--- config.mk ---
export PLATFORM = sky130hd
export DESIGN_NAME = uart_rx_cfg_flat
export DESIGN_NICKNAME = d
export VERILOG_FILES = /design/src/rtl/uart_rx_cfg_if.sv /design/src/rtl/uart_rx_cfg.sv /design/src/flat_wrapper.sv
export SDC_FILE = /design/constraint.sdc
export NUM_CORES = 1
export LEC_CHECK = 0
export CORE_ASPECT_RATIO = 1.75
export CORE_MARGIN = 3
export CORE_UTILIZATION = 35
export DETAILED_ROUTE_END_ITERATION = 10
export GPL_TIMING_DRIVEN = 0
export PLACE_DENSITY = 0.49
export SYNTH_ARGS = -nofsm -noshare
export SYNTH_HDL_FRONTEND = slang
export SYNTH_SLANG_ARGS = --single-unit
export TNS_END_PERCENT = 50
--- constraint.sdc ---
create_clock -name clk -period 2.7 [get_ports clk]
set_input_delay 0.54 -clock clk [delete_from_list [all_inputs] [get_ports clk]]
set_output_delay 0.54 -clock clk [all_outputs]
set_load 0.02 [all_outputs]
--- src/rtl/uart_rx_cfg_if.sv ---
// Word handshake between uart_rx_cfg (master) and the downstream packet parser (slave).
interface uart_rx_cfg_if #(
    parameter int DATA_BITS = 8
) ();
    logic [DATA_BITS-1:0] rx_data;
    logic                 rx_frame_err;
    logic                 rx_parity_err;
    logic                 rx_valid;
    logic                 rx_ready;

    modport master (
        output rx_data,
        output rx_frame_err,
        output rx_parity_err,
        output rx_valid,
        input  rx_ready
    );

    modport slave (
        input  rx_data,
        input  rx_frame_err,
        input  rx_parity_err,
        input  rx_valid,
        output rx_ready
    );
endinterface

--- src/rtl/uart_rx_cfg.sv ---
// Configurable UART receiver: majority-voted sampling, framing/parity/break detection,
// and a first-word-fall-through output FIFO.
module uart_rx_cfg #(
    parameter int CLK_FREQ   = 50_000_000,
    parameter int UART_BPS   = 115200,
    parameter int DATA_BITS  = 8,
    parameter int PARITY     = 0,
    parameter int STOP_BITS  = 1,
    parameter int FIFO_DEPTH = 4
) (
    input  logic              clk,
    input  logic              rst,
    input  logic              uart_rxd,
    uart_rx_cfg_if.master     rx,
    output logic              overflow,
    output logic              break_det,
    output logic              busy
);
    localparam int BAUD_CNT_MAX = CLK_FREQ / UART_BPS;
    localparam int M            = BAUD_CNT_MAX / 2;
    localparam int CW           = $clog2(BAUD_CNT_MAX);
    localparam int BW           = $clog2(DATA_BITS + 1);
    localparam int AW           = $clog2(FIFO_DEPTH);
    localparam int WW           = DATA_BITS + 2;

    localparam logic [CW-1:0] CNT_LAST = CW'(BAUD_CNT_MAX - 1);
    localparam logic [CW-1:0] CNT_S0   = CW'(M - 1);
    localparam logic [CW-1:0] CNT_S1   = CW'(M);
    localparam logic [CW-1:0] CNT_DEC  = CW'(M + 1);
    localparam logic [BW-1:0] BIT_LAST = BW'(DATA_BITS - 1);

    typedef enum logic [2:0] {
        S_IDLE, S_START, S_DATA, S_PAR, S_STOP1, S_STOP2, S_BRK
    } state_t;

    state_t               state_q, state_d;
    logic [CW-1:0]        cnt_q, cnt_d;
    logic [BW-1:0]        bit_q, bit_d;
    logic [DATA_BITS-1:0] shift_q, shift_d;
    logic                 par_bit_q, par_bit_d;
    logic                 par_err_q, par_err_d;
    logic                 frm_err_q, frm_err_d;
    logic [1:0]           samp_q, samp_d;
    logic                 sync1_q, sync2_q, hist_q;
    logic                 overflow_q, brk_q, brk_d;
    logic                 push, maj, dec;

    logic [WW-1:0]        mem [FIFO_DEPTH];
    logic [AW:0]          wr_q, rd_q;
    logic                 empty, full, pop, wr_en;
    logic [WW-1:0]        head, push_word;

    // Idle-high reset values keep reset release from looking like a start edge.
    always_ff @(posedge clk or posedge rst) begin
        if (rst) begin
            sync1_q <= 1'b1;
            sync2_q <= 1'b1;
            hist_q  <= 1'b1;
        end else begin
            sync1_q <= uart_rxd;
            sync2_q <= sync1_q;
            hist_q  <= sync2_q;
        end
    end

    assign maj = (samp_q[0] & samp_q[1]) | (samp_q[0] & sync2_q) | (samp_q[1] & sync2_q);
    assign dec = (cnt_q == CNT_DEC);

    always_comb begin
        state_d   = state_q;
        cnt_d     = cnt_q;
        bit_d     = bit_q;
        shift_d   = shift_q;
        par_bit_d = par_bit_q;
        par_err_d = par_err_q;
        frm_err_d = frm_err_q;
        samp_d    = samp_q;
        push      = 1'b0;
        brk_d     = 1'b0;

        if (state_q != S_IDLE) begin
            cnt_d = (cnt_q == CNT_LAST) ? '0 : cnt_q + CW'(1);
        end
        if (cnt_q == CNT_S0) samp_d[0] = sync2_q;
        if (cnt_q == CNT_S1) samp_d[1] = sync2_q;

        unique case (state_q)
            S_IDLE: begin
                if (hist_q && !sync2_q) begin
                    state_d   = S_START;
                    cnt_d     = '0;
                    bit_d     = '0;
                    par_bit_d = 1'b0;
                    par_err_d = 1'b0;
                    frm_err_d = 1'b0;
                end
            end
            S_START: begin
                if (dec) state_d = maj ? S_IDLE : S_DATA;
            end
            S_DATA: begin
                if (dec) begin
                    shift_d = {maj, shift_q[DATA_BITS-1:1]};
                    bit_d   = bit_q + BW'(1);
                    if (bit_q == BIT_LAST) state_d = (PARITY == 0) ? S_STOP1 : S_PAR;
                end
            end
            S_PAR: begin
                if (dec) begin
                    par_bit_d = maj;
                    par_err_d = (PARITY == 1) ? ~(^shift_q ^ maj) : (^shift_q ^ maj);
                    state_d   = S_STOP1;
                end
            end
            S_STOP1: begin
                if (dec) begin
                    if (!maj && (shift_q == '0) && !par_bit_q) begin
                        brk_d   = 1'b1;
                        state_d = S_BRK;
                    end else begin
                        frm_err_d = ~maj;
                        if (STOP_BITS == 2) begin
                            state_d = S_STOP2;
                        end else begin
                            push    = 1'b1;
                            state_d = S_IDLE;
                        end
                    end
                end
            end
            S_STOP2: begin
                if (dec) begin
                    frm_err_d = frm_err_q | ~maj;
                    push      = 1'b1;
                    state_d   = S_IDLE;
                end
            end
            S_BRK: begin
                if (sync2_q) state_d = S_IDLE;
            end
            default: state_d = S_IDLE;
        endcase
    end

    assign push_word = {par_err_d, frm_err_d, shift_q};
    assign empty     = (wr_q == rd_q);
    assign full      = ((wr_q - rd_q) == (AW + 1)'(FIFO_DEPTH));
    assign pop       = !empty && rx.rx_ready;
    // A full FIFO still accepts a word when the head leaves in the same cycle.
    assign wr_en     = push && (!full || pop);

    always_ff @(posedge clk or posedge rst) begin
        if (rst) begin
            state_q    <= S_IDLE;
            cnt_q      <= '0;
            bit_q      <= '0;
            shift_q    <= '0;
            par_bit_q  <= 1'b0;
            par_err_q  <= 1'b0;
            frm_err_q  <= 1'b0;
            samp_q     <= 2'b11;
            overflow_q <= 1'b0;
            brk_q      <= 1'b0;
            wr_q       <= '0;
            rd_q       <= '0;
        end else begin
            state_q    <= state_d;
            cnt_q      <= cnt_d;
            bit_q      <= bit_d;
            shift_q    <= shift_d;
            par_bit_q  <= par_bit_d;
            par_err_q  <= par_err_d;
            frm_err_q  <= frm_err_d;
            samp_q     <= samp_d;
            overflow_q <= push && full && !pop;
            brk_q      <= brk_d;
            if (wr_en) wr_q <= wr_q + (AW + 1)'(1);
            if (pop)   rd_q <= rd_q + (AW + 1)'(1);
        end
    end

    always_ff @(posedge clk) begin
        if (wr_en) mem[wr_q[AW-1:0]] <= push_word;
    end

    assign head             = mem[rd_q[AW-1:0]];
    assign rx.rx_valid      = !empty;
    assign rx.rx_data       = empty ? '0 : head[DATA_BITS-1:0];
    assign rx.rx_frame_err  = empty ? 1'b0 : head[DATA_BITS];
    assign rx.rx_parity_err = empty ? 1'b0 : head[DATA_BITS+1];
    assign overflow         = overflow_q;
    assign break_det        = brk_q;
    assign busy             = (state_q != S_IDLE);
endmodule
--- src/flat_wrapper.sv ---
// flat-port wrapper written by rule: the top's interface ports become plain ports
module uart_rx_cfg_flat 
#(
    parameter int CLK_FREQ   = 50_000_000,
    parameter int UART_BPS   = 115200,
    parameter int DATA_BITS  = 8,
    parameter int PARITY     = 0,
    parameter int STOP_BITS  = 1,
    parameter int FIFO_DEPTH = 4
)
  (clk, rst, uart_rxd, overflow, break_det, busy, rx_rx_data, rx_rx_frame_err, rx_rx_parity_err, rx_rx_valid, rx_rx_ready);
  uart_rx_cfg_if #(.DATA_BITS(DATA_BITS)) rx_i ();
  input  logic clk;
  input  logic rst;
  input  logic uart_rxd;
  output logic overflow;
  output logic break_det;
  output logic busy;
  output wire logic [$bits(rx_i.rx_data)-1:0] rx_rx_data;
  output wire logic [$bits(rx_i.rx_frame_err)-1:0] rx_rx_frame_err;
  output wire logic [$bits(rx_i.rx_parity_err)-1:0] rx_rx_parity_err;
  output wire logic [$bits(rx_i.rx_valid)-1:0] rx_rx_valid;
  input wire logic [$bits(rx_i.rx_ready)-1:0] rx_rx_ready;
  assign rx_rx_data = rx_i.rx_data;
  assign rx_rx_frame_err = rx_i.rx_frame_err;
  assign rx_rx_parity_err = rx_i.rx_parity_err;
  assign rx_rx_valid = rx_i.rx_valid;
  assign rx_i.rx_ready = rx_rx_ready;
  uart_rx_cfg #(.CLK_FREQ(CLK_FREQ), .UART_BPS(UART_BPS), .DATA_BITS(DATA_BITS), .PARITY(PARITY), .STOP_BITS(STOP_BITS), .FIFO_DEPTH(FIFO_DEPTH)) u_core (.clk(clk), .rst(rst), .uart_rxd(uart_rxd), .rx(rx_i), .overflow(overflow), .break_det(break_det), .busy(busy));
endmodule
==> results of run 1 <==
synthesized netlist by cell type (9+ instances only):
cell / n
and2_1: 13
dfrtp_1: 35
edfxtp_1: 40
ha_1: 16
inv_1: 24
mux4_2: 10
nand2_1: 33
nor2_1: 11
o21ai_0: 20
xnor2_1: 9
how the worst max path moves through the flow:
stage | start | to | slack [ns] | depth (start not counted)
after floorplan | u_core.cnt_q[0]$_DFF_PP0_ | u_core.mem[0][0]$_DFFE_PP_ | 0.29 | 7
after global placement | u_core.rd_q[1]$_DFFE_PP0P_ | rx_rx_data[5] | -0.58 | 7
after detailed placement | u_core.rd_q[1]$_DFFE_PP0P_ | rx_rx_data[5] | -0.56 | 7
after CTS | u_core.cnt_q[0]$_DFF_PP0_ | u_core.mem[1][3]$_DFFE_PP_ | 0.003 | 7
after global routing | u_core.cnt_q[6]$_DFF_PP0_ | u_core.mem[3][9]$_DFFE_PP_ | 0.007 | 5
final | u_core.rd_q[1]$_DFFE_PP0P_ | rx_rx_data[1] | 0.14 | 7
layout make-up:
type / count / area [sq um]
buffer: 8 / 53.8
clock buffer: 10 / 229
clock inverter: 6 / 92.6
fill: 959 / 5670
inverter: 24 / 90.1
multi-input combinational: 178 / 1380
sequential: 80 / 2210
tap: 125 / 156
timing repair buffer: 20 / 209
sequential cells by signal, indices dropped and copies added, names as in the netlist, 2 cells and up:
register        count
u_core.cnt_q        9
u_core.wr_q         3
u_core.shift_q      8
u_core.state_q      3
u_core.bit_q        4
u_core.rd_q         3
u_core.mem         40
u_core.samp_q       2
routing by layer:
metal,track usage [%],share of wire (%),up-vias
met4,6.95,2.7,0
met1,13.8,39,1119
li1,-,-,1104
met2,25.1,56,31
met5,0,0,-
met3,3.20,2.4,14
per-stage QoR:
step / worst slack [ns] / TNS (ns) / hold slack, ns
2_1_floorplan: 0.293 / 0 / 0.345
3_3_place_gp: -0.581 / -18.16 / 0.346
3_5_place_dp: -0.558 / -19.07 / 0.349
4_1_cts: 0.00313 / 0 / 0.358
5_1_grt: 0.00682 / 0 / 0.360
6_report: 0.144 / 0 / 0.357
cells by family after synthesis:
kind of cell / share of synthesized area (%)
xor gates and xnor gates: 2.38
muxes: 8.43
AOI/OAI and AO/OA: 7.34
adders and majority gates: 5.71
DFF: 60.0
buffers and inverters: 3.40
and+or+nand+nor: 12.7
where the power goes:
part	leakage, uW	switching (uW)	total [uW]	internal [uW]
logic	0.000643	289	540	251
clock network	0.000149	482	1300	814
registers	0.000984	93.2	1430	1340
total	0.00178	864	3270	2400
what timing repair did:
item,CTS,global route
setup buffers,2,0
setup endpoints to repair,52,36
hold buffers,0,0
gates resized for setup,36,12
pin swaps,1,0
==> results by group, run 1 <==
Run status
  • Status: complete, no violations

Drt
  • Drt via density: 5.03
  • Initial drt markers: 90
  • Wire length per cell: 16.1 um
  • Vias: 2268
  • Drt drc: 0
  • DRT Wirelength: 7270 um
  • Drt pass-1 iters: 4
  • Routed Antenna Nets: 0

Floorplan
  • Die X: 83.5 um
  • IO Pins: 18
  • Die area: 11800 sq um
  • Die height: 142 um
  • Core Area: 10100 sq um
  • Number of cell rows: 48
  • Initial Util: 36.5%

Final layout
  • Most common cell after layout, fill and taps aside: edfxtp_1
  • Share of cells above drive strength 1: 19.6%
  • Final cell count without fillers: 451
  • Final nets: 341
  • P&R area growth vs syn: 20.1%
  • Antenna Cells: 0
  • Most frequent cells in the layout: edfxtp_1 (40), dfrtp_1 (35), nand2_1 (33)
  • Layout Cell Area excl Fill: 4420 sq um
  • Final core occ: 43.8%

Logic synthesis
  • Yosys top cell area share: 32.6%
  • YS warnings: 0
  • Top cells by area, synth: edfxtp_1 (33%), dfrtp_1 (24%), mux4_2 (6.1%)
  • Synth Instances: 290
  • Mapped Nets: 310
  • #FFs+latches synth: 80
  • Ys async rst share: 50.0%
  • Post-synth EDFFs: 40
  • Synth cell types: 44
  • Dominant synthesized flop cell: edfxtp_1
  • Post-synthesis cell area: 3680 sq um
  • Biggest area consumer among synthesized cells: edfxtp_1
  • Syn_area_per_cell: 12.7 sq um
  • Part of the Yosys area used for sequential elements: 60.0%

Global routing
  • Initial antenna violation count: 0
  • Gr usage total: 13.4%
  • Vias in the first global route: 2364
  • Global-route wire length before repair: 12100 um
  • GRT Residual Overflow: 0
  • Largest net degree at the start of global routing: 33

Setup path
  • CP Cell Sequence: buf_6 > inv_1 > ha_1 > nand3_1 > buf_4 > and2_1 > dlygate4sd2_1
  • Reg2Reg Depth: 7
  • Critical path type: register to output pin
  • Worst r2r src: u_core.cnt_q[0]$_DFF_PP0_
  • Buf/Inv on CP: 4
  • Critical R2R Capture: u_core.mem[0][3]$_DFFE_PP_
  • Critical Path Sink Type: output pin
  • Worst path slowest cell: dfrtp_1
  • Flop2flop setup slack: 0.24 ns
  • CP delay by family, top: buffers and inverters
  • Worst EP required: 2.16 ns
  • Worst EP arrival: 2.02 ns
  • Max incr delay on CP: 0.36 ns
  • Crit-path max FO: 10
  • Startpoint Class: register

Power and ir drop
  • Maximum VDD drop: 0.385 mV
  • Pwr Total: 3270 uW
  • Pwr/cell area: 739 nW/um^2
  • Leakage power: 0.00178 uW

STA
  • Max Fclk: 391 MHz
  • Crit path time final: 2.56 ns
  • Clk_skew: 0.00575 ns
  • Final setup fails: 0
  • RSZ-0062 raised after global routing: false
  • Fin crit share: 94.7%
  • Endpoints failing hold: 0
  • Tightest Pin Transition: 0.682 ns
  • Max-slew headroom: 54.4%
  • Max-slew violation count: 0

Placement
  • Port Buffers: 17
  • Post-Place Cell Area: 4030 sq um
  • DP Cell Count: 433
  • GP Congestion: 0.848
  • Dpl hpwl: 5270 um

Worst hold path
  • Hold endpoint: u_core.sync2_q$_DFF_PP1_
  • Worst hold stages: 0
  • Worst Hold Class: register to register
  • Hold_sp: u_core.sync1_q$_DFF_PP1_

Clock tree
  • CTS tree: built
  • Worst-path clk slew: 0.06 ns
  • H-tree depth: 3
  • Clk buf depth: 2
  • Num CTS Buffers: 9
  • Clock latency on the worst-skew pair: 0.34 ns
  • Clock root cell: clkbuf_16
  • Clock sinks: 80

Flow run
  • Max capacitance violation total: 0
Power figures use the tool's default switching activity.
==> run 2: changes to the inputs <==
- CORE_ASPECT_RATIO: 1.75 -> default
==> results by group, run 2 (synthesized netlist as in run 1, its figures left out) <==
Setup path
  • Flop2flop setup slack: 0.23 ns
  • Buf/Inv on CP: 4
  • Worst path slowest cell: dfrtp_2
  • Critical R2R Capture: u_core.mem[2][6]$_DFFE_PP_
  • CP Cell Sequence: buf_6 > inv_1 > ha_1 > nand3_2 > clkbuf_8 > and2_1 > clkdlybuf4s15_2
  • Critical path type: register to output pin
  • Startpoint Class: register
  • CP delay by family, top: buffers and inverters
  • Worst r2r src: u_core.cnt_q[0]$_DFF_PP0_
  • Reg2Reg Depth: 7
  • Worst EP arrival: 2.02 ns
  • Max incr delay on CP: 0.43 ns
  • Crit-path max FO: 10
  • Critical Path Sink Type: output pin
  • Worst EP required: 2.16 ns

Clock tree
  • Clock sinks: 80
  • Clock root cell: clkbuf_8
  • Worst-path clk slew: 0.09 ns
  • # hold bufs at CTS: 0
  • CTS tree: built
  • Clk buf depth: 2
  • Num CTS Buffers: 9
  • Clock latency on the worst-skew pair: 0.35 ns
  • H-tree depth: 3

Drt
  • Wire length per cell: 14.8 um
  • Routed Antenna Nets: 0
  • Drt pass-1 iters: 4
  • Drt via density: 4.98
  • Drt drc: 0
  • Met2 wire length: 3320 um
  • Top Metal Used: met4
  • DRT Wirelength: 6780 um
  • Met1 WL: 3140 um
  • Met3 wire len: 167 um
  • Initial drt markers: 85
  • Vias: 2279

STA
  • Worst setup slack after layout: 0.143 ns
  • Final setup fails: 0
  • Max-slew headroom: 57.5%
  • Tightest Pin Transition: 0.635 ns
  • Max-slew violation count: 0
  • Final Hold Slack: 0.362 ns
  • Endpoints failing hold: 0
  • Max Fclk: 391 MHz
  • Crit path time final: 2.56 ns
  • Clk_skew: 0.00568 ns
  • RSZ-0062 raised after global routing: false
  • Fin crit share: 94.7%

Worst hold path
  • Hold endpoint: u_core.sync2_q$_DFF_PP1_
  • Worst Hold Class: register to register
  • Hold_sp: u_core.sync1_q$_DFF_PP1_
  • Worst hold stages: 0

Global routing
  • GRT Residual Overflow: 0
  • Vias in the first global route: 2271
  • Initial antenna violation count: 0
  • Largest net degree at the start of global routing: 36
  • Gr usage total: 13.1%
  • Global-route wire length before repair: 11800 um

Final layout
  • Final cell count without fillers: 458
  • Share of cells above drive strength 1: 21.2%
  • Most common cell after layout, fill and taps aside: edfxtp_1
  • Largest register FFs: 40
  • Final nets: 340
  • Final core occ: 43.0%
  • P&R area growth vs syn: 16.7%
  • Most frequent cells in the layout: edfxtp_1 (40), dfrtp_1 (34), nand2_1 (33)
  • Antenna Cells: 0

Power and ir drop
  • Pwr Total: 2800 uW
  • Leakage power: 0.00171 uW
  • Pwr/cell area: 651 nW/um^2
  • Maximum VDD drop: 0.288 mV

Flow run
  • Max capacitance violation total: 0

Placement
  • DP Cell Count: 441
  • GP Congestion: 0.782
  • Dpl hpwl: 4660 um
  • Port Buffers: 17
  • Dpl ws: -0.597 ns

Floorplan
  • Die height: 109 um
  • Die area: 11800 sq um
  • IO Pins: 18
  • Die X: 109 um
  • Number of cell rows: 36
  • Initial Util: 36.8%
  • Core Area: 10000 sq um

Run status
  • Status: complete, no violations
## run 2: layout make-up
class,instances,area (sq um)
buffer,8,56.3
clock buffer,9,124
clock inverter,7,62.6
fill,973,5700
inverter,24,90.1
multi-input combinational,178,1380
sequential,80,2210
tap,133,166
timing repair buffer,19,206
## run 2: where the power goes
| part | total (uW) | switching [uW] | internal [uW] |
|---|---|---|---|
| combinational | 525 | 282 | 243 |
| clock | 835 | 482 | 353 |
| sequential | 1430 | 95.6 | 1340 |
| total | 2800 | 860 | 1930 |
## run 2: stage by stage
step	setup TNS (ns)	cell area (sq um)
global placement	-16.26	4020
global route	0	4300
CTS	0	4300
detailed placement	-16.51	4040
finish	0	4300
floorplan	0	3690
## run 2: worst max path at each step
| stage | slack (ns) | from | endpoint | cells after the start |
|---|---|---|---|---|
| final | 0.14 | u_core.rd_q[1]$_DFFE_PP0P_ | rx_rx_data[2] | 7 |
| after global routing | 0.01 | u_core.rd_q[0]$_DFFE_PP0P_ | rx_rx_data[1] | 4 |
| after CTS | 0.02 | u_core.rd_q[1]$_DFFE_PP0P_ | rx_rx_data[5] | 7 |
| after detailed placement | -0.60 | u_core.rd_q[1]$_DFFE_PP0P_ | rx_rx_data[4] | 7 |
| after global placement | -0.54 | u_core.rd_q[1]$_DFFE_PP0P_ | rx_rx_data[0] | 7 |
| after floorplan | 0.29 | u_core.cnt_q[0]$_DFF_PP0_ | u_core.mem[0][0]$_DFFE_PP_ | 7 |
## run 2: routing by layer
layer,GRT usage [%],vias up
met2,20.8,19
met4,5.95,0
met5,0,-
met1,17.2,1145
met3,2.57,9
li1,-,1106
## run 2: timing repair
item / 4_1_cts / 5_1_grt
hold endpoints to repair: 0 / 0
setup endpoints to repair: 53 / 40
resized for setup: 45 / 7
pin swaps: 1 / 0
setup buffers: 1 / 0
==> run 3: changes to the inputs <==
- GPL_ROUTABILITY_DRIVEN: default -> 0
- HOLD_SLACK_MARGIN: default -> 0.15
==> results of run 3 <==
Final layout, timing and power as in run 2 (identical DEF).
